[src/rtl/uart_pkg.sv]
// Shared UART definitions: receiver state encoding and default bit timing.
package uart_pkg;

    // 100 MHz system clock, 115200 baud
    localparam int unsigned CLK_PER_BIT_DEFAULT = 868;

    // Serial payload width (8N1 framing)
    localparam int unsigned DATA_W = 8;

    typedef enum logic [2:0] {
        IDLE  = 3'd0,
        START = 3'd1,
        DATA  = 3'd2,
        STOP  = 3'd3,
        BREAK = 3'd4
    } uart_state_e;

endpackage

[src/rtl/uart_sync.sv]
// Two-flop synchronizer for a single asynchronous input, with a selectable reset value.
module uart_sync #(
    parameter logic RESET_VAL = 1'b1
) (
    input  logic clk,
    input  logic reset,
    input  logic d_i,
    output logic q_o
);

    logic meta_q;
    logic sync_q;

    // Metastability filter: two back-to-back flops, both forced to RESET_VAL on reset
    always_ff @(posedge clk) begin
        if (reset) begin
            meta_q <= RESET_VAL;
            sync_q <= RESET_VAL;
        end else begin
            meta_q <= d_i;
            sync_q <= meta_q;
        end
    end

    assign q_o = sync_q;

endmodule

[src/rtl/uart_receiver.sv]
// 8N1 UART receiver: mid-bit sampling, LSB first, registered byte/strobe and framing-error pulse.
module uart_receiver
    import uart_pkg::*;
#(
    parameter int unsigned CLK_PER_BIT = CLK_PER_BIT_DEFAULT
) (
    input  logic              clk,
    input  logic              reset,
    input  logic              rx,
    output logic [DATA_W-1:0] data,
    output logic              ok,
    output logic              frame_err,
    output logic              busy
);

    localparam int unsigned HALF      = CLK_PER_BIT / 2;
    localparam int unsigned CNT_W     = $clog2(CLK_PER_BIT);
    localparam int unsigned IDX_W     = $clog2(DATA_W);
    localparam logic [CNT_W-1:0] HALF_LAST = CNT_W'(HALF - 1);
    localparam logic [CNT_W-1:0] BIT_LAST  = CNT_W'(CLK_PER_BIT - 1);
    localparam logic [IDX_W-1:0] IDX_LAST  = IDX_W'(DATA_W - 1);

    uart_state_e       state_q, state_d;
    logic [CNT_W-1:0]  cnt_q, cnt_d;
    logic [IDX_W-1:0]  bit_idx_q, bit_idx_d;
    logic [DATA_W-1:0] shift_q, shift_d;
    logic [DATA_W-1:0] data_q, data_d;
    logic              ok_q, ok_d;
    logic              frame_err_q, frame_err_d;
    logic              busy_q, busy_d;
    logic [1:0]        prime_q, prime_d;
    logic              armed_q, armed_d;

    logic rx_s;
    logic half_tick_c;
    logic bit_tick_c;

    uart_sync #(
        .RESET_VAL(1'b1)
    ) u_sync (
        .clk  (clk),
        .reset(reset),
        .d_i  (rx),
        .q_o  (rx_s)
    );

    assign half_tick_c = (cnt_q == HALF_LAST);
    assign bit_tick_c  = (cnt_q == BIT_LAST);

    // State register
    always_ff @(posedge clk) begin
        if (reset) begin
            state_q <= IDLE;
        end else begin
            state_q <= state_d;
        end
    end

    // Next-state logic; starts are only accepted once the line has been seen idle after reset
    always_comb begin
        state_d = state_q;
        case (state_q)
            IDLE:    if (armed_q && !rx_s) state_d = START;
            START:   if (half_tick_c) state_d = rx_s ? IDLE : DATA;
            DATA:    if (bit_tick_c && (bit_idx_q == IDX_LAST)) state_d = STOP;
            STOP:    if (bit_tick_c) state_d = rx_s ? IDLE : BREAK;
            BREAK:   if (rx_s) state_d = IDLE;
            default: state_d = IDLE;
        endcase
    end

    // Datapath and output next values
    always_comb begin
        cnt_d       = cnt_q;
        bit_idx_d   = bit_idx_q;
        shift_d     = shift_q;
        data_d      = data_q;
        ok_d        = 1'b0;
        frame_err_d = 1'b0;
        // After reset the synchronizer holds its reset value for two cycles; ignore rx_s until it has refilled
        prime_d     = {prime_q[0], 1'b1};
        armed_d     = armed_q | (prime_q[1] & rx_s);
        case (state_q)
            IDLE: begin
                cnt_d     = '0;
                bit_idx_d = '0;
            end
            START: begin
                if (half_tick_c) begin
                    cnt_d     = '0;
                    bit_idx_d = '0;
                end else begin
                    cnt_d = cnt_q + CNT_W'(1);
                end
            end
            DATA: begin
                if (bit_tick_c) begin
                    shift_d   = {rx_s, shift_q[DATA_W-1:1]};
                    cnt_d     = '0;
                    bit_idx_d = bit_idx_q + IDX_W'(1);
                end else begin
                    cnt_d = cnt_q + CNT_W'(1);
                end
            end
            STOP: begin
                if (bit_tick_c) begin
                    cnt_d = '0;
                    if (rx_s) begin
                        data_d = shift_q;
                        ok_d   = 1'b1;
                    end else begin
                        frame_err_d = 1'b1;
                    end
                end else begin
                    cnt_d = cnt_q + CNT_W'(1);
                end
            end
            BREAK: begin
                cnt_d = '0;
            end
            default: begin
                cnt_d     = '0;
                bit_idx_d = '0;
            end
        endcase
        busy_d = (state_d != IDLE);
    end

    // Datapath and output registers
    always_ff @(posedge clk) begin
        if (reset) begin
            cnt_q       <= '0;
            bit_idx_q   <= '0;
            shift_q     <= '0;
            data_q      <= '0;
            ok_q        <= 1'b0;
            frame_err_q <= 1'b0;
            busy_q      <= 1'b0;
            prime_q     <= '0;
            armed_q     <= 1'b0;
        end else begin
            cnt_q       <= cnt_d;
            bit_idx_q   <= bit_idx_d;
            shift_q     <= shift_d;
            data_q      <= data_d;
            ok_q        <= ok_d;
            frame_err_q <= frame_err_d;
            busy_q      <= busy_d;
            prime_q     <= prime_d;
            armed_q     <= armed_d;
        end
    end

    assign data      = data_q;
    assign ok        = ok_q;
    assign frame_err = frame_err_q;
    assign busy      = busy_q;

endmodule

[config.mk]
export PLATFORM = sky130hd
export DESIGN_NAME = uart_receiver
export DESIGN_NICKNAME = d
export VERILOG_FILES = /design/src/rtl/uart_pkg.sv /design/src/rtl/uart_sync.sv /design/src/rtl/uart_receiver.sv
export SDC_FILE = /design/constraint.sdc
export NUM_CORES = 1
export LEC_CHECK = 0
export CELL_PAD_IN_SITES_DETAIL_PLACEMENT = 1
export CELL_PAD_IN_SITES_GLOBAL_PLACEMENT = 2
export CORE_MARGIN = 2
export CORE_UTILIZATION = 35
export CTS_BUF_LIST = sky130_fd_sc_hd__clkbuf_8
export CTS_CLUSTER_SIZE = 14
export DETAILED_ROUTE_END_ITERATION = 10
export PLACE_DENSITY = 0.84
export SLEW_MARGIN = 20
export SYNTH_ARGS = -nofsm -noshare
export SYNTH_HDL_FRONTEND = slang
export SYNTH_SLANG_ARGS = --single-unit
export TNS_END_PERCENT = 100
[constraint.sdc]
create_clock -name clk -period 2.13 [get_ports clk]
set_input_delay 0.426 -clock clk [delete_from_list [all_inputs] [get_ports clk]]
set_output_delay 0.426 -clock clk [all_outputs]
set_load 0.005 [all_outputs]
# After elaboration in Yosys (flattened, before gate mapping)
# Index checks and enable logic that the tools add are counted.
# totals
latchBits	0
n_memories	0
romBits	0
wordCells	57
register_bits	40
out_inout_bits	11
ram_bits	0
# classes
n_reduce_logical	11
n_addsub	2
magnitude_cmp	0
n_bitwise	5
div	0
mul	0
n_shift	0
n_eq_ne	9
muxes	17
# op_table
cell	count
3-bit 2-to-1 mux	8
10-bit 2-to-1 mux	2
10-bit case mux with 2 select lines	1
3-bit case mux with 5 select lines	1
10-bit by 1-bit adder with 10-bit output, second input constant	1
10-bit equality test, second input constant	1
10-bit by 9-bit equality test with 1-bit output, second input constant	1
3-bit case mux with 3 select lines	1
3-bit by 2-bit equality test with 1-bit output, second input constant	2
3-bit equality test, second input constant	2
3-bit AND reduction	2
2-bit inequality test, second input constant	2
2-bit OR reduction	2
3-bit by 1-bit adder with 3-bit output, second input constant	1
3-bit by 1-bit equality test with 1-bit output, second input constant	1
3-bit zero test	1
1-bit 2-to-1 mux	3
1-bit NOT	3
3-bit nonzero test	1
3-bit OR reduction	1
1-bit logical AND	2
2-bit 2-to-1 mux	1
2-bit AND reduction	1
1-bit AND	1
2 further kinds	2

# Depth between registers and ports, before layout
# Gate-level depths: netlist of the first run.
# logic_depth
depth_word	5
depth_mapped	8
depth_no_buf	7

# Hierarchy
# A second synthesis of the first run with hierarchy kept.
# hier_totals
hier_cells	178
hier_area_um2	1630.3
# modules_own_cells
mod	instances	cells_each	area_per_inst_um2
uart_receiver	1	174	1577.8
uart_sync	1	4	52.6

# Worst setup path after synthesis of the first run
# OpenSTA, ideal clock, no wires.
# synth_path
path_kind	register -> register
from	register cnt_q[0]
to	register busy_q (netlist: busy)
synth_period_minus_slack_ps	1854
stages_incl_launch_ff	7
slack_ps	276
arrival_time_ps	1720
n_path_buf	0
setup_ps	134
path_cell_list	dfxtp_1 > ha_1 > nand4bb_4 > o21a_1 > or4_4 > a211oi_2 > o211ai_1
# synth_via
elab_chain_len	5
word_cells_on_any_way	8
cone_classes	eq/ne (2); mux (4); reduce/logical (2)
# synth_lines
element	line_no	text
from (decl)	uart_receiver.sv:24	logic [CNT_W-1:0] cnt_q, cnt_d;
from (signal assigned)	uart_receiver.sv:142	cnt_q <= cnt_d;
10-bit equality test	uart_receiver.sv:48	assign bit_tick_c = (cnt_q == BIT_LAST);
1-bit logical AND	uart_receiver.sv:65	DATA: if (bit_tick_c && (bit_idx_q == IDX_LAST)) state_d = STOP;
3-bit 2-to-1 mux	uart_receiver.sv:65	
3-bit case mux with 5 select lines *	uart_receiver.sv:62	case (state_q)
3-bit nonzero test *	uart_receiver.sv:126	busy_d = (state_d != IDLE);
to (signal assigned)	uart_receiver.sv:148	busy_q <= busy_d;
to (decl)	uart_receiver.sv:30	logic busy_q, busy_d;
# Mark *: on every way between the ends. The rest lies on a longest branch, timed or not.
# A chain may end at the register's enable or synchronous reset.

# Worst setup path in the final report of the first run
# Ends and elaborated chain as after synthesis.

==> results.json, run 1 <==
{
  "synth_compound_area_share_pct": 5.16,
  "ant_nets": 0,
  "die_x_um": 74.1,
  "synthesis.nets": 181,
  "finClkSkew_ns": 0.00465,
  "p_comb_share_pct": 5.2,
  "period_needed_ns": 1.99,
  "pwr-share-seq_pct": 51.2,
  "final_cell_mix": "40 x dfxtp_1, 38 x nor2_1, 19 x mux2i_1, 13 x clkdlybuf4s50_1, 6 x clkbuf_8",
  "status": "completed",
  "fin_nets": 197,
  "setup_viol": 0,
  "clk_latency_ns": 0.30,
  "synth_top_family_by_area": "simple AND/OR/NAND/NOR gates",
  "syn_avg_cell_area_sq_um": 9.89,
  "clockBufferDepth": 2,
  "r2r_setup_slack_ns": 0.14,
  "start_util_pct": 36.4,
  "grt_pass1_wl_mm": 6.26,
  "seq_area_frac_synth_pct": 46.5,
  "power_density_nw_per_um2": 738,
  "detail_route.wl_per_cell_um": 14.2,
  "cp_data_arrival_time_ns": 2.15,
  "p_leak_nw": 0.901,
  "cts_resized": 0,
  "cts_setup_buffers": 0,
  "switching_share_pct": 21.7,
  "numCtsBuffers": 5,
  "fillers": 539,
  "critPathCaptureType": "flop",
  "diodes": 0,
  "synth_area_sq_um": 1720,
  "cellInternalPower_mw": 1.18,
  "whs_path_depth": 1,
  "io_pins": 14,
  "worstRegToRegCells": 6,
  "setup_tns_ns": 0,
  "cts_tree": "done",
  "synth_xor_area_share_pct": 4.58,
  "max_slew_margin_pct": 69.5,
  "vias": 1262,
  "tightest_slew_ns": 0.457,
  "grt_max_degree": 16,
  "gr-total-overflow": 0,
  "clock_sinks": 40,
  "clkPwrFrac_pct": 43.6,
  "grt_usage_pct": 15.3,
  "cts_hold_buf": 0,
  "cts.root.buffer_cell": "clkbuf_8",
  "gp_congestion": 0.783,
  "fmax_mhz": 504,
  "crit_fanout": 5,
  "final_common_cell": "dfxtp_1",
  "drive_gt1_share_pct": 13.1,
  "dp_hpwl_mm": 2.74,
  "drt_wl_total_mm": 3.67,
  "synthCells": 174,
  "first_iter_violations": 49,
  "power.net_switching_mw": 0.326,
  "dieArea_sq_um": 5490,
  "muxShareOfSynthArea_pct": 11.1,
  "required_ns": 2.29,
  "area_delta_synth_final_pct": 18.7,
  "drc": 0,
  "ys_ff_latch": 40,
  "rows": 25,
  "h-tree-depth": 2,
  "vdd.ir_drop.worst_mv": 0.317,
  "maxCapViolCount": 0,
  "synth-adder-area-share_pct": 2.91,
  "grt_pass1_vias": 1306,
  "finalCritPeriodShare_pct": 93.2,
  "antenna_found_initial": 0,
  "crit_type": "flop to flop",
  "coreArea_sq_um": 4720,
  "clk_pin_slew_ns": 0.08,
  "routed_via_density": 4.89,
  "synth_cell_type_count": 43,
  "rsz0062_at_grt": "false",
  "first_pass_iters": 4,
  "synth-simple-area-share_pct": 26.3,
  "hold_viol_final": 0,
  "hp-class": "flop to flop",
  "die_y_um": 74.1,
  "worst_setup_path_start_kind": "flop",
  "slew_violations": 0,
  "hold_ws_ns": 0.431,
  "port_buffers": 13,
  "ys_warn_count": 0
}
-- synthesized netlist by cell type, drive strengths merged --
cell type / n / share of area [%]
a2111o: 1 / 0.65
a211o: 1 / 0.58
a211oi: 3 / 1.6
a21oi: 3 / 0.87
and2: 3 / 1.2
and2b: 1 / 0.44
and3: 5 / 2.0
and3b: 1 / 0.51
and4: 2 / 1.0
and4b: 1 / 0.58
buf: 4 / 1.7
clkbuf: 4 / 0.87
dfxtp: 40 / 47
ha: 4 / 2.9
inv: 4 / 0.87
mux2i: 19 / 11
nand2: 4 / 0.87
nand2b: 1 / 0.36
nand3: 7 / 3.1
nand4: 2 / 0.73
nand4bb: 2 / 2.3
nor2: 38 / 8.3
nor2b: 1 / 0.36
nor3: 3 / 1.5
nor3b: 1 / 0.44
nor4: 2 / 0.73
o211ai: 1 / 0.44
o21a: 1 / 0.44
o21ai: 2 / 0.58
or2: 2 / 0.73
or3b: 1 / 0.65
or4: 1 / 0.65
xnor2: 5 / 2.5
xor2: 4 / 2.0
-- worst max-delay path, cell delays in order, from the launching register on --
cell and delay, ns:
dfxtp_1 0.41, ha_1 0.28, nand4bb_4 0.16, o21a_1 0.20, or4_4 0.51, a211oi_2 0.20
o211ai_1 0.10
-- layer usage --
metal | global-route usage (%) | share of wire (%) | up-vias
met1 | 18.1 | 44 | 619
li1 | - | - | 624
met3 | 4.61 | 3.1 | 6
met2 | 25.8 | 51 | 13
met4 | 6.67 | 1.8 | 0
met5 | 0 | 0 | -
-- power groups by stage --
stage / Clock (mW) / Sequential [mW] / Combinational, mW
after CTS: 0.675 / 0.772 / 0.0798
after detailed placement: 0 / 0.789 / 0.0795
after global placement: 0 / 0.788 / 0.0760
final: 0.656 / 0.771 / 0.0786
after floorplan: 0 / 0.782 / 0.0625
after global routing: 0.711 / 0.774 / 0.0864
-- path summary, 6_finish.rpt --
kind                 start         end
max               cnt_q[0]        busy
max reg2reg       cnt_q[0]        busy
min          u_sync.meta_q  u_sync.q_o
min reg2reg  u_sync.meta_q  u_sync.q_o
-- kinds of logic after synthesis --
group / count (synthesis)
XOR/XNOR: 9
buffers and inverters: 12
AO/OA/AOI/OAI: 12
multiplexers: 19
flip-flops: 40
adder cells (fa/ha/maj): 4
AND/OR/NAND/NOR: 78
-- flip-flops by register name, indices dropped and copies added (netlist names) --
name	flops
u_sync.q_o	1
armed_q	1
state_q	3
data	8
u_sync.meta_q	1
busy	1
prime_q	2
frame_err	1
ok	1
bit_idx_q	3
shift_q	8
cnt_q	10
-- area by class of cell --
type	count	area [sq um]	area share (%)
Clock buffer	6	82.6	4.04
Clock inverter	2	38.8	1.90
Inverter	4	15.0	0.735
Multi-Input combinational cell	122	861	42.2
Sequential cell	40	801	39.2
Tap cell	67	83.8	4.11
Timing Repair Buffer	17	160	7.84
-- through the flow --
stage               cell area (sq um)  setup slack, ns  utilization (%)  std cells  total power, mW
finish                           2040            0.144             43.2        258             1.51
global route                     2040           0.0265             43.2        258             1.57
CTS                              2040            0.128             43.2        258             1.53
detailed placement               1920            0.153             40.7        250            0.869
global placement                 1920            0.206             40.7        250            0.864
floorplan                        1720            0.276                -        174            0.844
(Power assumes the default switching activity.)
==> inputs of run 2 (changes only) <==
- CORE_UTILIZATION: 35 -> 38
- PLACE_DENSITY: 0.84 -> 0.9
==> results.json, run 2 (same netlist as run 1, synthesis figures left out) <==
{
  "dp_hpwl_mm": 2.51,
  "gp_congestion": 0.835,
  "rows": 24,
  "drc": 0,
  "grt_pass1_vias": 1259,
  "whs_path_depth": 1,
  "cp_data_arrival_time_ns": 2.13,
  "power.total_mw": 1.52,
  "crit_type": "flop to flop",
  "crit_fanout": 5,
  "numCtsBuffers": 5,
  "met3_usage_pct": 4.36,
  "power_density_nw_per_um2": 747,
  "final_common_cell": "dfxtp_1",
  "first_pass_iters": 4,
  "rsz0062_at_grt": "false",
  "cts.root.buffer_cell": "clkbuf_8",
  "coreArea_sq_um": 4350,
  "grt_usage_pct": 14.5,
  "critPathCaptureType": "flop",
  "gr-total-overflow": 0,
  "detail_route.wl_per_cell_um": 13.7,
  "routed_via_density": 5.16,
  "grt_max_degree": 16,
  "cp.buffers_inverters": 0,
  "worst_setup_path_start_kind": "flop",
  "r2r_end": "busy",
  "tightest_slew_ns": 0.408,
  "top_register": "cnt_q",
  "required_ns": 2.29,
  "hp-class": "flop to flop",
  "first_iter_violations": 50,
  "crit_chain": "ha_1 -> nand4bb_4 -> o21a_1 -> or4_4 -> a211oi_2 -> o211ai_1",
  "cts_tree": "done",
  "cpPeakStageDelay_ns": 0.51,
  "setup_tns_ns": 0,
  "cts_setup_buffers": 0,
  "diodes": 0,
  "start_util_pct": 39.5,
  "ant_nets": 0,
  "gr-usage-met1_pct": 18.9,
  "die_y_um": 71.3,
  "p_leak_nw": 0.904,
  "placed_area_sq_um": 1900,
  "r2r_setup_slack_ns": 0.16,
  "largest_reg_flops": 10,
  "io_pins": 14,
  "clk_latency_ns": 0.29,
  "port_buffers": 13,
  "die_x_um": 71.3,
  "slew_violations": 0,
  "vdd.ir_drop.worst_mv": 0.365,
  "finClkSkew_ns": 0.00665,
  "clock_sinks": 40,
  "use_met2_pct": 22.4,
  "final_cell_mix": "40 x dfxtp_1, 38 x nor2_1, 19 x mux2i_1, 13 x clkdlybuf4s50_1, 7 x clkbuf_8",
  "hold_viol_final": 0,
  "setup_viol": 0,
  "maxCapViolCount": 0,
  "clk_pin_slew_ns": 0.07,
  "hold_ws_ns": 0.413,
  "period_needed_ns": 1.97,
  "max_slew_margin_pct": 72.8,
  "design_area_sq_um": 2030,
  "status": "completed",
  "cts_hold_buf": 0,
  "clockBufferDepth": 2,
  "crit_family": "simple AND/OR/NAND/NOR gates",
  "vias": 1255,
  "worstRegToRegCells": 6,
  "drive_gt1_share_pct": 13.1,
  "area_delta_synth_final_pct": 17.9,
  "slowest_stage": "or4_4",
  "antenna_found_initial": 0,
  "worstHoldEndpoint": "u_sync.q_o",
  "r2r-start": "cnt_q[0]",
  "top_usage_layer": "met2",
  "finalCritPeriodShare_pct": 92.7,
  "cts_resized": 0,
  "fin_nets": 197,
  "min_from": "u_sync.meta_q",
  "fmax_mhz": 507,
  "h-tree-depth": 2,
  "grt_pass1_wl_mm": 5.81,
  "dieArea_sq_um": 5080,
  "drt_wl_total_mm": 3.33
}
==> run 2: changes by cell type in the layout (fill, tap and decap cells not counted) <==
cell,before,now
clkinv_4,1,0
clkbuf_8,6,7
==> run 2: metrics by stage <==
| stage | utilization, % | worst slack (ns) | cells |
|---|---|---|---|
| finish | 46.6 | 0.156 | 243 |
| global route | 46.6 | 0.0442 | 243 |
| CTS | 46.6 | 0.137 | 243 |
| detailed placement | 43.7 | 0.155 | 235 |
| global placement | 43.7 | 0.219 | 235 |
| floorplan | - | 0.276 | 174 |
==> run 2: report_power, final <==
part,internal (mW),switching [mW],total (mW)
combinational,0.0378,0.0391,0.0770
clock,0.413,0.254,0.667
sequential,0.759,0.0119,0.771
==> run 2: final cells by class <==
type                       count  area [sq um]
clock buffer                   7          96.3
clock inverter                 1          30.0
fill                         487          2330
inverter                       4          15.0
multi-input combinational    122           861
sequential                    40           801
tap                           52          65.1
timing repair buffer          17           160
==> run 2: metal layers <==
layer,up-vias,part of all wire (%),wire length [um]
met1,604,47,1570
met5,-,0,0
met3,8,3.2,106
li1,626,-,-
met2,17,47,1580
met4,0,2.2,74
==> run 2: how the worst max path moves through the flow <==
stage / from / to / depth (start not counted)
5_1_grt: cnt_q[0] / busy / 6
3_5_place_dp: cnt_q[0] / busy / 6
2_1_floorplan: cnt_q[0] / busy / 6
4_1_cts: cnt_q[0] / busy / 6
6_report: cnt_q[0] / busy / 6
3_3_place_gp: cnt_q[0] / busy / 6
==> edit (flow settings as in run 2) <==
The 5 states of `uart_state_e` get a one-hot encoding in 5 bits.
--- a/src/rtl/uart_pkg.sv
+++ b/src/rtl/uart_pkg.sv
@@ -8,10 +8,10 @@
     localparam int unsigned DATA_W = 8;
 
-    typedef enum logic [2:0] {
-        IDLE  = 3'd0,
-        START = 3'd1,
-        DATA  = 3'd2,
-        STOP  = 3'd3,
-        BREAK = 3'd4
+    typedef enum logic [4:0] {
+        IDLE  = 5'b00001,
+        START = 5'b00010,
+        DATA  = 5'b00100,
+        STOP  = 5'b01000,
+        BREAK = 5'b10000
     } uart_state_e;
 
Check against the original RTL: no difference found for any inputs over 10 cycles, from zero or initial values and one cycle with reset high; not proved beyond that.
==> edit against run 2 <==
Synthesized cell count grew 7.5%; sequential cell count is 2 higher; routed wire length is 7.7% higher; critical path depth rose by 1; via count rose by 6.8%; worst setup slack improved by 0.072 ns; area after synthesis grew 1.8%; cell count is 6.2% higher; hold slack gained 0.011 ns; final area rose by 0.49%; largest cell class unchanged.
Power is not compared: it rests on default switching activity, and its combinational part moved more than twofold at a synthesized area within 25%.
==> edit: results (changes against run 2) <==
| Metric | Value |
|---|---|
| Worst Tran Pin Value | 0.358 ns (-0.0500 ns) |
| TritonCTS buffer count | 5 (unchanged) |
| Met2 usage | 0.283 (+0.0586) |
| GP Congestion | 0.827 (-0.89%) |
| Register area share after synthesis | 0.480 (+0.0145) |
| Hold Path End | u_sync.q_o |
| Leading cell types by count after synthesis | 42 x dfxtp_1, 35 x nor2_1, 16 x mux2i_1 |
| Clk_skew | 0.00576 ns (-0.000896 ns) |
| Met3 Wirelength | 119 um (+12%) |
| Outcome | completed |
| M1 WL | 1.54 mm (-2.0%) |
| Routed len/inst | 13.9 um (+1.5%) |
| Distinct cells, synth | 38 (-12%) |
| All-layer global routing usage | 0.159 (+0.0141) |
| Syn Nets | 194 (+7.2%) |
| Routed wl met2 | 1.85 mm (+17%) |
| Drt initial violations | 22 (-56%) |
| Vias per inst | 5.19 (+0.57%) |
| # diodes | 0 (unchanged) |
| Global routing usage on met1 | 0.179 (-0.00976) |
| R2R setup slack | 0.23 ns (+0.07 ns) |
| Share of cells above drive strength 1 | 0.0922 (-0.0387) |
| Crit path max fanout | 7 (+2) |
| Reg2reg end | bit_idx_q[1] |
| Vias in the first global route | 1,432 (+14%) |
| First-pass GRT wire length | 6.37 mm (+9.6%) |
| Layout Nets | 212 (+7.6%) |
| R2R cell count | 7 (+1) |
| # fillers | 503 (+3.3%) |
| Hpwl dp | 2.75 mm (+9.3%) |
| Max VDD drop | 411 uV |
| GR Layer Usage met3 | 0.0444 (+0.000844) |
==> edit: how the worst max path moves through the flow <==
stage	end	slack, ns	depth (start not counted)
after floorplan	data[6]	0.29	6
after global placement	bit_idx_q[1]	0.31	7
after detailed placement	bit_idx_q[1]	0.22	7
after CTS	bit_idx_q[1]	0.20	7
after global routing	bit_idx_q[1]	0.01	7
final	bit_idx_q[1]	0.23	7
==> edit: cell families after synthesis <==
| group | after synthesis | synth area share |
|---|---|---|
| XOR/XNOR | 10 | 0.0500 |
| flip-flops | 42 | 0.480 |
| AO/OA/AOI/OAI | 19 | 0.0721 |
| buffers and inverters | 11 | 0.0321 |
| multiplexers | 16 | 0.0914 |
| AND/OR/NAND/NOR | 85 | 0.246 |
| adder cells (fa/ha/maj) | 4 | 0.0286 |
==> edit: power by group <==
group	switching (W)	internal (W)	total, W
logic	0.0000161	0.0000131	0.0000291
clock network	0.000266	0.000260	0.000526
registers	0.00000539	0.000791	0.000796
==> edit: worst max-delay path, stage by stage, from the launching register on <==
cell,delay (ns)
dfxtp_1,0.42
ha_1,0.28
nand4_1,0.19
nor4_4,0.20
buf_4,0.19
o221ai_2,0.15
or2_0,0.25
a21oi_1,0.15
==> edit: cell type report <==
class                      instances  area share
inverter                           4     0.00737
multi-input combinational        134       0.419
sequential                        42       0.413
clock inverter                     2     0.00614
tap                               52      0.0319
clock buffer                       6      0.0405
timing repair buffer              18      0.0823
==> edit: stage by stage <==
stage	cells	power (W)	worst slack [ns]	hold slack [ns]	cell area (sq um)
detailed placement	250	0.000845	0.221	0.408	1940
global route	258	0.00142	0.0130	0.456	2040
CTS	258	0.00137	0.205	0.427	2040
global placement	250	0.000843	0.311	0.396	1940
finish	258	0.00135	0.228	0.424	2040
floorplan	187	0.000831	0.292	0.389	1750
